**config.mk**
```make
export PLATFORM = sky130hd
export DESIGN_NAME = mem_access_stage
export DESIGN_NICKNAME = d
export VERILOG_FILES = /design/src/rtl/mem_access_stage_pkg.sv /design/src/rtl/mem_access_stage_load_align.sv /design/src/rtl/mem_access_stage.sv
export SDC_FILE = /design/constraint.sdc
export NUM_CORES = 1
export LEC_CHECK = 0
export BUFFER_PORTS_ARGS = -buffer_cell sky130_fd_sc_hd__buf_2
export CORE_UTILIZATION = 35
export CTS_CLUSTER_DIAMETER = 50
export DETAILED_ROUTE_END_ITERATION = 7
export PLACE_DENSITY_LB_ADDON = 0.08
export SLEW_MARGIN = 5
export SYNTH_ARGS = -nofsm -noshare
export SYNTH_HDL_FRONTEND = slang
export SYNTH_HIERARCHICAL = 1
export SYNTH_SLANG_ARGS = --single-unit
```
**constraint.sdc**
```tcl
create_clock -name clk -period 19.33 [get_ports clk]
set_input_delay 2.8995 -clock clk [delete_from_list [all_inputs] [get_ports clk]]
set_output_delay 2.8995 -clock clk [all_outputs]
set_load 0.02 [all_outputs]
```
**src/rtl/mem_access_stage_pkg.sv**
```systemverilog
// mips_mem_pkg: shared encodings for the MEM stage (access sizes, FSM states, byte-enable patterns, misalignment test)
package mips_mem_pkg;
    localparam logic [1:0] SZ_BYTE = 2'b00;
    localparam logic [1:0] SZ_HALF = 2'b01;
    localparam logic [1:0] SZ_WORD = 2'b10;
    localparam logic [3:0] BE_BYTE = 4'b0001;
    localparam logic [3:0] BE_HALF = 4'b0011;
    localparam logic [3:0] BE_WORD = 4'b1111;
    typedef enum logic {ST_IDLE, ST_ACCESS} state_t;
    // Size 2'b11 is a word access, so anything that is not byte/half is checked as a word
    function automatic logic is_misaligned(input logic [1:0] size, input logic [1:0] addr_lo);
        return (size == SZ_BYTE) ? 1'b0 : (size == SZ_HALF) ? addr_lo[0] : (addr_lo != 2'b00);
    endfunction
endpackage

```
**src/rtl/mem_access_stage_load_align.sv**
```systemverilog
// load_align: picks the addressed byte/half lane of a read word and sign- or zero-extends it
//   rdata_i    read word from data memory
//   addr_i     low address bits selecting the lane
//   size_i     access size (byte/half/word, 11 = word)
//   unsigned_i zero-extend instead of sign-extend
//   data_o     extended load value
module load_align
    import mips_mem_pkg::*;
(
    input  logic [31:0] rdata_i,
    input  logic [1:0]  addr_i,
    input  logic [1:0]  size_i,
    input  logic        unsigned_i,
    output logic [31:0] data_o
);
    logic [7:0]  b;
    logic [15:0] h;
    always_comb begin
        b = rdata_i[8*addr_i +: 8];
        h = addr_i[1] ? rdata_i[31:16] : rdata_i[15:0];
        data_o = (size_i == SZ_BYTE) ? {{24{~unsigned_i & b[7]}}, b} :
                 (size_i == SZ_HALF) ? {{16{~unsigned_i & h[15]}}, h} : rdata_i;
    end
endmodule

```
**src/rtl/mem_access_stage.sv**
```systemverilog
// mem_access_stage: MIPS MEM stage with MEM/WB register; variable-latency data memory over req/ack
//   EX/MEM in : in_valid, alu_result_in, store_data_in, mem_read_in, mem_write_in, mem_size_in,
//               mem_unsigned_in, memtoreg_in, datac_in, pc_adder_in, reg_write_in, write_reg_in
//   stall_out : freezes the upstream pipeline while an access is outstanding
//   dmem_*    : req/ack data-memory port, request held constant until ack
//   WB out    : wb_valid pulse, alu_result, read_data_mem, MemtoReg, DataC, pc_adder, reg_write, write_reg
//   misalign_exc : exception pulse, only when MEM_MISALIGN_EXC_EN is defined; otherwise tied 0
module mem_access_stage
    import mips_mem_pkg::*;
#(
    parameter int DATA_W     = 32,
    parameter int REG_ADDR_W = 5
) (
    input  logic                  clk,
    input  logic                  rst,
    input  logic                  in_valid,
    input  logic [DATA_W-1:0]     alu_result_in,
    input  logic [DATA_W-1:0]     store_data_in,
    input  logic                  mem_read_in,
    input  logic                  mem_write_in,
    input  logic [1:0]            mem_size_in,
    input  logic                  mem_unsigned_in,
    input  logic                  memtoreg_in,
    input  logic                  datac_in,
    input  logic [DATA_W-1:0]     pc_adder_in,
    input  logic                  reg_write_in,
    input  logic [REG_ADDR_W-1:0] write_reg_in,
    output logic                  stall_out,
    output logic                  dmem_req,
    output logic                  dmem_we,
    output logic [DATA_W-1:0]     dmem_addr,
    output logic [DATA_W-1:0]     dmem_wdata,
    output logic [3:0]            dmem_be,
    input  logic                  dmem_ack,
    input  logic [DATA_W-1:0]     dmem_rdata,
    output logic                  wb_valid,
    output logic [DATA_W-1:0]     alu_result,
    output logic [DATA_W-1:0]     read_data_mem,
    output logic                  MemtoReg,
    output logic                  DataC,
    output logic [DATA_W-1:0]     pc_adder,
    output logic                  reg_write,
    output logic [REG_ADDR_W-1:0] write_reg,
    output logic                  misalign_exc
);
    state_t                state_q, state_d;
    logic [DATA_W-1:0]     addr_q, addr_d, wdata_q, wdata_d, pc_q, pc_d;
    logic [3:0]            be_q, be_d;
    logic [1:0]            size_q, size_d;
    logic                  we_q, we_d, uns_q, uns_d, m2r_q, m2r_d, dc_q, dc_d, rw_q, rw_d;
    logic [REG_ADDR_W-1:0] wr_q, wr_d;
    logic                  wbv_q, wbv_d, wb_m2r_q, wb_m2r_d, wb_dc_q, wb_dc_d, wb_rw_q, wb_rw_d;
    logic [DATA_W-1:0]     alu_q, alu_d, rdm_q, rdm_d, wb_pc_q, wb_pc_d;
    logic [REG_ADDR_W-1:0] wb_wr_q, wb_wr_d;
    logic                  start, mem_op, mis;
    logic [3:0]            be_in;
    logic [DATA_W-1:0]     wdata_in, ld_data;

    assign start  = (state_q == ST_IDLE) && in_valid;
    assign mem_op = mem_read_in | mem_write_in;
`ifdef MEM_MISALIGN_EXC_EN
    logic exc_q;
    assign mis          = is_misaligned(mem_size_in, alu_result_in[1:0]);
    assign misalign_exc = exc_q;
    always_ff @(posedge clk or posedge rst)
        if (rst) exc_q <= 1'b0;
        else     exc_q <= start & mem_op & mis;
`else
    assign mis          = 1'b0;
    assign misalign_exc = 1'b0;
`endif

    always_comb begin
        be_in    = (mem_size_in == SZ_BYTE) ? BE_BYTE << alu_result_in[1:0] :
                   (mem_size_in == SZ_HALF) ? BE_HALF << {alu_result_in[1], 1'b0} : BE_WORD;
        wdata_in = (mem_size_in == SZ_BYTE) ? {4{store_data_in[7:0]}} :
                   (mem_size_in == SZ_HALF) ? {2{store_data_in[15:0]}} : store_data_in;
    end

    load_align u_load_align (
        .rdata_i    (dmem_rdata),
        .addr_i     (addr_q[1:0]),
        .size_i     (size_q),
        .unsigned_i (uns_q),
        .data_o     (ld_data)
    );

    // The issuing cycle stalls combinationally so EX/MEM holds while the request is latched
    assign stall_out  = (start & mem_op & ~mis) | ((state_q == ST_ACCESS) & ~dmem_ack);
    assign dmem_req   = state_q == ST_ACCESS;
    assign dmem_we    = dmem_req & we_q;
    assign dmem_be    = dmem_req ? be_q : 4'b0000;
    assign dmem_addr  = {addr_q[DATA_W-1:2], 2'b00};
    assign dmem_wdata = wdata_q;

    always_comb begin
        state_d = state_q;
        addr_d = addr_q; wdata_d = wdata_q; be_d = be_q; size_d = size_q; we_d = we_q; uns_d = uns_q;
        m2r_d = m2r_q; dc_d = dc_q; pc_d = pc_q; rw_d = rw_q; wr_d = wr_q;
        wbv_d = 1'b0; wb_rw_d = 1'b0;
        alu_d = alu_q; rdm_d = rdm_q; wb_m2r_d = wb_m2r_q; wb_dc_d = wb_dc_q; wb_pc_d = wb_pc_q; wb_wr_d = wb_wr_q;
        if (start && mem_op && !mis) begin
            state_d = ST_ACCESS;
            addr_d = alu_result_in; wdata_d = wdata_in; be_d = be_in; size_d = mem_size_in;
            we_d = mem_write_in; uns_d = mem_unsigned_in;
            m2r_d = memtoreg_in; dc_d = datac_in; pc_d = pc_adder_in; rw_d = reg_write_in; wr_d = write_reg_in;
        end else if (start) begin
            // Plain ALU op, or a misaligned access retiring straight to WB as an exception
            wbv_d = 1'b1; alu_d = alu_result_in; rdm_d = '0;
            wb_m2r_d = memtoreg_in; wb_dc_d = datac_in; wb_pc_d = pc_adder_in;
            wb_rw_d = reg_write_in & ~mem_op; wb_wr_d = write_reg_in;
        end else if (state_q == ST_ACCESS && dmem_ack) begin
            state_d = ST_IDLE;
            wbv_d = 1'b1; alu_d = addr_q; rdm_d = we_q ? '0 : ld_data;
            wb_m2r_d = m2r_q; wb_dc_d = dc_q; wb_pc_d = pc_q;
            wb_rw_d = rw_q & ~we_q; wb_wr_d = wr_q;
        end
    end

    always_ff @(posedge clk or posedge rst) begin
        if (rst) begin
            state_q <= ST_IDLE;
            addr_q <= '0; wdata_q <= '0; be_q <= '0; size_q <= '0; we_q <= 1'b0; uns_q <= 1'b0;
            m2r_q <= 1'b0; dc_q <= 1'b0; pc_q <= '0; rw_q <= 1'b0; wr_q <= '0;
            wbv_q <= 1'b0; alu_q <= '0; rdm_q <= '0; wb_m2r_q <= 1'b0; wb_dc_q <= 1'b0;
            wb_pc_q <= '0; wb_rw_q <= 1'b0; wb_wr_q <= '0;
        end else begin
            state_q <= state_d;
            addr_q <= addr_d; wdata_q <= wdata_d; be_q <= be_d; size_q <= size_d; we_q <= we_d; uns_q <= uns_d;
            m2r_q <= m2r_d; dc_q <= dc_d; pc_q <= pc_d; rw_q <= rw_d; wr_q <= wr_d;
            wbv_q <= wbv_d; alu_q <= alu_d; rdm_q <= rdm_d; wb_m2r_q <= wb_m2r_d; wb_dc_q <= wb_dc_d;
            wb_pc_q <= wb_pc_d; wb_rw_q <= wb_rw_d; wb_wr_q <= wb_wr_d;
        end
    end

    assign wb_valid      = wbv_q;
    assign alu_result    = alu_q;
    assign read_data_mem = rdm_q;
    assign MemtoReg      = wb_m2r_q;
    assign DataC         = wb_dc_q;
    assign pc_adder      = wb_pc_q;
    assign reg_write     = wb_rw_q;
    assign write_reg     = wb_wr_q;
endmodule

```
==> impl_metrics.py, run 1 <==
metrics = {
    "logic_synthesis": {
        "sequential_to_total_area_share_from_yosys_stat": 0.5148,
        "post_syn_area_per_cell_um2": 12.91,
        "netlist.top_cell.by_area": "dfrtp_1",
        "syn_inst": 821,
        "synth_top_area_frac": 0.5148,
        "synth-warning-count": 6,
        "postSynthRegisterBits": 218,
        "synthDistinctLibCells": 39,
        "synth.cell_area_um2": 10600,
        "leading_cell_types_by_total_area_after_synthesis": "dfrtp_1, mux2_2, o21ai_0",
    },
    "final_layout": {
        "layout-area-overhead-vs-synth_pct": 24.14,
        "num-fill-cells": 2844,
        "mostFrequentLayoutCells": "buf_2, mux2_2, dfrtp_1",
        "nets": 1232,
        "number_of_standard_cells_in_the_final_layout_excluding_fillers": 1500,
        "post_route_cells_drive_above_1_share": 0.5650,
        "post-route-util": 0.4426,
        "final_common_cell": "buf_2",
    },
    "sta": {
        "tns_ps": 0,
        "pin_slew_with_the_least_headroom_to_its_limit_ps": 1031,
        "timing.final.max_slew_violations": 0,
        "layout_min_cycle_time_ps": 7124,
        "final-hold-violation-count": 0,
        "maxSlewHeadroom": 0.3128,
        "clock-skew-final_ps": 15.21,
        "hold_slack_ps": 489.2,
        "finalCritPeriodShare": 0.3685,
        "worst_slack_ps": 12210,
        "max_freq_mhz": 140.4,
        "grt_setup_unrepaired": "false",
        "setup_viol": 0,
    },
    "cts": {
        "numCtsBuffers": 30,
        "cts_resized": 0,
        "clock_insertion_delay_worst_skew_ps": 550,
        "cts_root_buf": "clkbuf_16",
        "tritoncts": "yes",
        "postCtsSetupBuffers": 0,
        "clock_transition_at_the_registers_of_the_reported_paths_ps": 50,
        "cts_htree_levels": 1,
        "cts-root-to-sink-buffers": 3,
        "cts_hold_buffers": 0,
        "clock-sinks": 218,
    },
    "critical_path": {
        "cp_data_arrival_time_ps": 4220,
        "startpoint_class": "input pin",
        "timing_worst_setup_path_type": "in -> out",
        "slowest_delay_ps": 600,
        "worstPathRequired_ps": 16430,
        "crit_slowest_cell": "buf_4",
        "critical_path.cell_chain": "buf_2 > nor2b_4 > buf_4 > nand2_2 > o21ai_0 > buf_2",
        "rr_worst_depth": 6,
        "cp_max_fo": 50,
        "cp-end-kind": "output port",
        "timing.critical_path.mode_cell": "buf_2",
    },
    "power_and_ir_drop": {
        "pwr_density_cell_nw_per_um2": 140.4,
        "static-leakage-power_uw": 0.006082,
        "max-vdd-ir-drop_v": 0.00006724,
    },
    "global_routing": {
        "vias_in_the_first_global_route": 7492,
        "total_routing_usage_gr": 0.1830,
        "grt_overflow": 0,
        "grt_pass1_wl_um": 44350,
        "initial_antenna_violation_count": 6,
        "grt_start_max_net_pins": 110,
    },
    "route": {
        "via_per_inst": 4.987,
        "detailedRoute.firstPassIterationCount": 5,
        "wl_per_cell_um": 19.03,
        "via_count": 7481,
        "postRouteAntennaNets": 0,
        "drtIter0Drc": 403,
        "routed_wirelength_um": 28550,
        "drt_drc_violations_left": 0,
    },
    "die": {
        "die-width_um": 176,
        "design.core.area_um2": 29720,
        "die_y_extent_um": 176,
        "ioPinCount": 322,
        "placement_rows": 63,
        "initial_utilization": 0.3566,
        "fp.dieArea_um2": 30980,
    },
    "hold_path": {
        "min-delay-path-class": "reg -> reg",
        "timing.hold.worst_path_depth": 1,
    },
    "place": {
        "post_placement_cell_count": 1445,
        "dpl_worst_slack_ps": 12200,
        "hpwl_after_detailed_placement_um": 19160,
        "port_buf_inserts": 318,
        "place_congestion": 0.7763,
    },
    "status": {
        "outcome": "completed",
    },
    "job": {
        "max_cap_violations": 0,
    },
}
## through the flow
stage	total power (µW)	area, µm²
floorplan	1127	10600
global placement	1314	12160
detailed placement	1320	12160
CTS	1879	13150
global route	1955	13150
finish	1847	13150
## cells by family (layout without fill, tap and decap cells)
group                  Yosys count  count (layout)  synth area share
other                            1               5         0.0003539
buffers and inverters          111             396           0.06423
multiplexers                   248             248            0.2726
flip-flops                     218             218            0.5148
AO/OA/AOI/OAI                  149             149           0.09293
AND/OR/NAND/NOR                 94              94           0.05502
## power breakdown
part | internal, µW | switching (µW) | total, µW
registers | 601 | 83.2 | 684
logic | 268 | 350 | 618
clock network | 334 | 211 | 545
total | 1200 | 645 | 1850
## path summary, 6_finish.rpt
path,start,endpoint,slack [ps]
max in group asynchronous,rst,addr_q[6],15540
worst max register to register,dmem_req,alu_result[20],15840
worst min register to register,rw_q,reg_write,490
worst max-delay path,in_valid,stall_out,12210
min in group asynchronous,rst,pc_adder[27],2520
worst min-delay path,rw_q,reg_write,490
## area by class of cell
type / instances / area, µm² / share of cell area
multi-input combinational: 494 / 4486 / 0.3410
antenna: 2 / 5.005 / 0.0003805
clock buffer: 37 / 797.0 / 0.06059
tap: 390 / 488.0 / 0.03710
timing repair buffer: 328 / 1667 / 0.1267
inverter: 15 / 65.06 / 0.004946
clock inverter: 16 / 191.4 / 0.01455
sequential: 218 / 5455 / 0.4147
## synthesized netlist by cell type (all sizes together)
cell / instances
mux2: 224
dfrtp: 218
o21ai: 77
buf: 72
nor2b: 33
a22o: 24
clkbuf: 24
a21oi: 21
mux2i: 16
inv: 15
nand2: 12
nor2: 12
nand3: 10
nand4b: 9
a222oi: 8
and3b: 8
mux4: 8
a211oi: 7
o22ai: 7
and2: 5
a31oi: 3
nand2b: 3
or2: 2
a21boi: 1
a32o: 1
conb: 1
## per-layer routing
| metal | vias up | GRT usage | share of wire |
|---|---|---|---|
| met1 | 3692 | 0.2463 | 0.44 |
| li1 | 3480 | - | - |
| met5 | - | 0 | 0.0017 |
| met2 | 250 | 0.2887 | 0.46 |
| met3 | 51 | 0.05082 | 0.073 |
| met4 | 8 | 0.04928 | 0.023 |
## critical path, delay by kind of cell
kind            cells  cell delay (ps)
compound gates      1              140
buf+inv             3              930
simple gates        2              230
Power figures use the tool's default switching activity.
==> inputs of run 2 (changes only) <==
==> constraint.sdc (replaced) <==
create_clock -name clk -period 7.3 [get_ports clk]
set_input_delay 1.095 -clock clk [delete_from_list [all_inputs] [get_ports clk]]
set_output_delay 1.095 -clock clk [all_outputs]
set_load 0.02 [all_outputs]
==> run 2 against run 1 <==
Net effect: clock skew increased by 0.86 ps; global-route usage rose by 0.21 points; via count increased by 0.83%; largest cell class unchanged.
==> impl_metrics.py, run 2 (synthesized netlist as in run 1, its figures left out) <==
metrics = {
    "sta": {
        "clock-skew-final_ps": 16.07,
        "tns_ps": 0,
        "pin_slew_with_the_least_headroom_to_its_limit_ps": 886.2,
        "timing.final.max_slew_violations": 0,
        "grt_setup_unrepaired": "false",
        "setup_viol": 0,
        "final-hold-violation-count": 0,
        "finalCritPeriodShare": 0.5205,
        "hold_slack_ps": 496.0,
        "maxSlewHeadroom": 0.4092,
        "layout_min_cycle_time_ps": 3800,
        "max_freq_mhz": 263.2,
    },
    "cts": {
        "cts_resized": 0,
        "cts_htree_levels": 1,
        "cts-root-to-sink-buffers": 3,
        "clock_transition_at_the_registers_of_the_reported_paths_ps": 60,
        "numCtsBuffers": 30,
        "cts_root_buf": "clkbuf_16",
        "clock-sinks": 218,
        "cts_hold_buffers": 0,
        "clock_insertion_delay_worst_skew_ps": 550,
        "tritoncts": "yes",
        "postCtsSetupBuffers": 0,
    },
    "final_layout": {
        "final_common_cell": "buf_2",
        "mostFrequentLayoutCells": "buf_2, mux2_2, dfrtp_1",
        "nets": 1232,
        "layout-area-overhead-vs-synth_pct": 25.49,
        "post_route_cells_drive_above_1_share": 0.5707,
        "num-fill-cells": 2870,
        "number_of_standard_cells_in_the_final_layout_excluding_fillers": 1506,
    },
    "critical_path": {
        "cp-end-kind": "flop",
        "startpoint_class": "flop",
        "rr_worst_depth": 6,
        "slowest_delay_ps": 880,
        "cp_max_fo": 50,
        "crit_slowest_cell": "clkinv_2",
        "timing_worst_setup_path_type": "reg -> reg",
        "timing.rr.start": "dmem_req",
        "critical_path.cell_chain": "nor2b_4 > buf_4 > a21boi_4 > clkinv_2 > buf_4 > mux2_2",
        "worstPathRequired_ps": 7730,
        "timing.critical_path.mode_cell": "buf_4",
        "worst-r2r-setup-slack_ps": 3500,
        "cp_data_arrival_time_ps": 4230,
        "reg2reg_to": "pc_adder[0]",
    },
    "die": {
        "design.core.area_um2": 29720,
        "die-width_um": 176,
        "ioPinCount": 322,
        "fp.dieArea_um2": 30980,
        "die_y_extent_um": 176,
        "initial_utilization": 0.3566,
        "placement_rows": 63,
    },
    "place": {
        "post_placement_cell_count": 1445,
        "port_buf_inserts": 318,
        "place_congestion": 0.7848,
        "hpwl_after_detailed_placement_um": 19420,
    },
    "global_routing": {
        "vias_in_the_first_global_route": 7649,
        "initial_antenna_violation_count": 9,
        "grt_pass1_wl_um": 44980,
        "grt_start_max_net_pins": 99,
        "grt_overflow": 0,
        "total_routing_usage_gr": 0.1851,
    },
    "route": {
        "wl_per_cell_um": 19.14,
        "via_count": 7543,
        "drtIter0Drc": 352,
        "drt_drc_violations_left": 0,
        "detailedRoute.firstPassIterationCount": 7,
        "postRouteAntennaNets": 0,
        "routed_wirelength_um": 28830,
        "via_per_inst": 5.009,
    },
    "power_and_ir_drop": {
        "fin_total_pwr_uw": 5067,
        "max-vdd-ir-drop_v": 0.0002549,
        "static-leakage-power_uw": 0.006142,
        "pwr_density_cell_nw_per_um2": 381.0,
    },
    "hold_path": {
        "hold_end": "alu_result[5]",
        "timing.hold.worst_path_depth": 1,
        "hp-start": "alu_result[5]",
        "min-delay-path-class": "reg -> reg",
    },
    "status": {
        "outcome": "completed",
    },
    "job": {
        "max_cap_violations": 0,
    },
}
-- run 2: cell count changes in the layout (fill, tap and decap cells not counted) --
cell	before	now
clkinvlp_4	3	5
clkinv_4	1	3
bufinv_16	3	7
diode_2	2	5
clkbuf_8	2	3
inv_8	2	1
clkbuf_1	5	0
-- run 2: how the worst max path moves through the flow --
stage | from | to | slack (ps) | cells past startpoint
2_1_floorplan | rst | DataC | 240 | 1
6_report | dmem_req | pc_adder[0] | 3500 | 6
3_3_place_gp | in_valid | pc_adder[7] | 2840 | 7
4_1_cts | dmem_req | pc_adder[13] | 3350 | 6
3_5_place_dp | in_valid | pc_adder[13] | 2800 | 7
5_1_grt | dmem_req | pc_adder[6] | 3170 | 6
-- run 2: area by class of cell --
cell class | instances | area (µm²) | area share
clock buffer | 33 | 792.0 | 0.05956
inverter | 15 | 65.06 | 0.004893
clock inverter | 23 | 332.8 | 0.02503
timing repair buffer | 328 | 1667 | 0.1253
tap | 390 | 488.0 | 0.03670
sequential | 218 | 5455 | 0.4102
antenna | 5 | 12.51 | 0.0009409
multi-input combinational | 494 | 4486 | 0.3373
-- run 2: through the flow --
step	instance area, µm²	utilization	setup slack [ps]
after global placement	12160	0.4092	2843
after floorplan	10600	-	240.6
after global routing	13290	0.4472	3172
after CTS	13290	0.4471	3352
final	13300	0.4475	3500
after detailed placement	12160	0.4092	2796
-- run 2: routing by layer --
metal,wire (µm),GRT usage,up-vias,share of wire
met4,464,0.03986,8,0.016
li1,-,-,3480,-
met5,41,0,-,0.0014
met1,12620,0.2455,3779,0.44
met2,13510,0.3012,238,0.47
met3,2182,0.05082,38,0.076
-- run 2: report_power, final --
group          total [µW]  leakage, µW  internal, µW  switching (µW)
Clock                1610     0.000539          1030             574
Sequential           1820      0.00262          1590             232
Combinational        1630      0.00299           709             926
-- run 2: critical path: cells and delay by family, from the launching register on --
| kind | cells | cell delay [ps] |
|---|---|---|
| multiplexers | 1 | 340 |
| AND/OR/NAND/NOR | 1 | 60 |
| buffers and inverters | 3 | 1800 |
| AO/OA/AOI/OAI | 1 | 660 |
| flip-flops | 1 | 740 |
==> inputs of run 3 (changes only) <==
==> constraint.sdc (replaced) <==
create_clock -name clk -period 3.1 [get_ports clk]
set_input_delay 0.465 -clock clk [delete_from_list [all_inputs] [get_ports clk]]
set_output_delay 0.465 -clock clk [all_outputs]
set_load 0.02 [all_outputs]
==> run 3 against run 2 <==
Net effect: worst hold slack got worse by 350 ps; utilization about the same; flip-flop and latch count unchanged; largest cell class unchanged; first-iteration DRC count is 4.3% lower.
==> impl_metrics.py, run 3 (synthesized netlist as in run 1, its figures left out) <==
metrics = {
    "critical_path": {
        "worst_setup_path_startpoint": "dmem_req",
        "cp-end-kind": "output port",
        "worst-r2r-setup-slack_ps": 780,
        "timing.rr.start": "dmem_req",
        "cp_data_arrival_time_ps": 2340,
        "cp_max_fo": 49,
        "timing_worst_setup_path_type": "reg -> out",
        "worstPathRequired_ps": 2630,
        "startpoint_class": "flop",
        "reg2reg_to": "pc_adder[11]",
        "rr_worst_depth": 5,
    },
    "die": {
        "design.core.area_um2": 29720,
        "initial_utilization": 0.3566,
        "placement_rows": 63,
        "ioPinCount": 322,
        "die-width_um": 176,
        "fp.dieArea_um2": 30980,
        "die_y_extent_um": 176,
    },
    "global_routing": {
        "grt_start_max_net_pins": 81,
        "grt_busiest_layer": "met2",
        "vias_in_the_first_global_route": 7656,
        "grt_use_met2": 0.2953,
        "initial_antenna_violation_count": 6,
        "total_routing_usage_gr": 0.1857,
        "grt_pass1_wl_um": 45160,
        "met1_usage": 0.2462,
        "grt_overflow": 0,
        "grtUsageMet3": 0.05405,
    },
    "sta": {
        "finalCritPeriodShare": 0.9054,
        "pin_slew_with_the_least_headroom_to_its_limit_ps": 828.9,
        "timing.final.max_slew_violations": 0,
        "clock-skew-final_ps": 13.61,
        "final-hold-violation-count": 0,
        "setup_viol": 0,
        "worst_slack_ps": 293.3,
        "tns_ps": 0,
        "grt_setup_unrepaired": "false",
        "layout_min_cycle_time_ps": 2807,
        "maxSlewHeadroom": 0.4468,
        "max_freq_mhz": 356.3,
    },
    "hold_path": {
        "timing.hold.worst_path_depth": 2,
        "hp-start": "mem_unsigned_in",
        "hold_end": "uns_q",
        "min-delay-path-class": "in -> reg",
    },
    "route": {
        "drt_drc_violations_left": 0,
        "routed_wirelength_um": 28920,
        "wl_per_cell_um": 19.09,
        "detailedRoute.firstPassIterationCount": 5,
        "postRouteAntennaNets": 0,
        "via_count": 7474,
        "via_per_inst": 4.933,
        "drtIter0Drc": 337,
    },
    "cts": {
        "clock-sinks": 218,
        "cts_root_buf": "clkbuf_16",
        "numCtsBuffers": 29,
        "cts_resized": 0,
        "tritoncts": "yes",
        "clock_insertion_delay_worst_skew_ps": 550,
        "cts-root-to-sink-buffers": 3,
        "clock_transition_at_the_registers_of_the_reported_paths_ps": 60,
        "cts_htree_levels": 1,
    },
    "final_layout": {
        "nets": 1243,
        "final_design_area_no_fill_um2": 13310,
        "mostFrequentLayoutCells": "buf_2, mux2_2, dfrtp_1",
        "layout-area-overhead-vs-synth_pct": 25.62,
        "post_route_cells_drive_above_1_share": 0.5691,
        "seqCellArea_um2": 5455,
        "num-fill-cells": 2856,
        "area_of_the_multi_input_gates_um2": 4486,
        "final_common_cell": "buf_2",
        "post-route-util": 0.4479,
    },
    "power_and_ir_drop": {
        "comb_power_share": 0.340,
        "power.sequential.fraction": 0.367,
        "power_switching_share": 0.3474,
        "power.switching_uw": 4013,
        "p_clk_frac": 0.293,
        "pwr_density_cell_nw_per_um2": 867.8,
        "static-leakage-power_uw": 0.006143,
        "p_int_uw": 7538,
        "max-vdd-ir-drop_v": 0.0005051,
        "fin_total_pwr_uw": 11550,
    },
    "job": {
        "max_cap_violations": 0,
    },
    "place": {
        "place_congestion": 0.7963,
        "dpl_worst_slack_ps": 765.2,
        "hpwl_after_detailed_placement_um": 19910,
        "port_buf_inserts": 318,
        "dpl_cell_area_um2": 12300,
    },
    "status": {
        "outcome": "completed",
    },
}
-- run 3: changes by cell type in the layout (fill, tap and decap cells not counted), moves of 2 or more --
cell / change
buf_12: +5
clkinvlp_4: +2
bufinv_16: -4
clkinv_4: -2
clkbuf_8: +2
buf_4: +6
clkinv_2: -2
clkbuf_1: +5
-- run 3: worst max-delay path, cell delays in order (launching register included) --
cell and delay, ps:
dfrtp_1 540, nor2b_4 210, buf_4 590, nand2_2 130, o21ai_0 90, buf_2 220
-- run 3: per-layer routing --
layer  vias to the layer above  wire [µm]  part of all wire
met2                       230      13380              0.46
met3                        48       2198             0.076
met1                      3689      12710              0.44
met4                         6        587             0.020
li1                       3501          -                 -
met5                         -         41            0.0014
-- run 3: repair_timing --
| item | in CTS | in global routing |
|---|---|---|
| setup buffers | 0 | 0 |
| endpoints found under the hold margin | 1 | 0 |
| hold buffers | 1 | 0 |
| setup endpoints to repair | 0 | 0 |
-- run 3: how the worst max path moves through the flow --
| stage | endpoint | slack [ps] | depth (start not counted) |
|---|---|---|---|
| after detailed placement | pc_adder[13] | 770 | 6 |
| after global routing | stall_out | 110 | 5 |
| after CTS | stall_out | 230 | 5 |
| final | stall_out | 290 | 5 |
| after floorplan | DataC | -210 | 1 |
| after global placement | pc_adder[10] | 790 | 6 |
-- run 3: power by group through the flow --
stage / clock, µW / sequential [µW] / combinational, µW
global placement: 0 / 4260 / 3970
floorplan: 0 / 5020 / 2010
global route: 3600 / 4370 / 4250
CTS: 3490 / 4240 / 4000
finish: 3390 / 4230 / 3930
detailed placement: 0 / 4280 / 3990
-- run 3: layout make-up --
class | instances | share of cell area
diodes | 4 | 0.0007520
clock buffers | 39 | 0.06110
flip-flops and latches | 218 | 0.4098
repair buffers | 340 | 0.1369
well taps | 390 | 0.03666
inverters | 15 | 0.004606
multi-input cells | 494 | 0.3370
clock inverters | 15 | 0.01325
-- run 3: metrics by stage --
| stage | instances | hold slack (ps) |
|---|---|---|
| 2_1_floorplan | 823 | 461.9 |
| 3_3_place_gp | 1456 | 379.4 |
| 3_5_place_dp | 1456 | 378.7 |
| 4_1_cts | 1511 | 126.4 |
| 5_1_grt | 1513 | 135.4 |
| 6_report | 1515 | 149.1 |
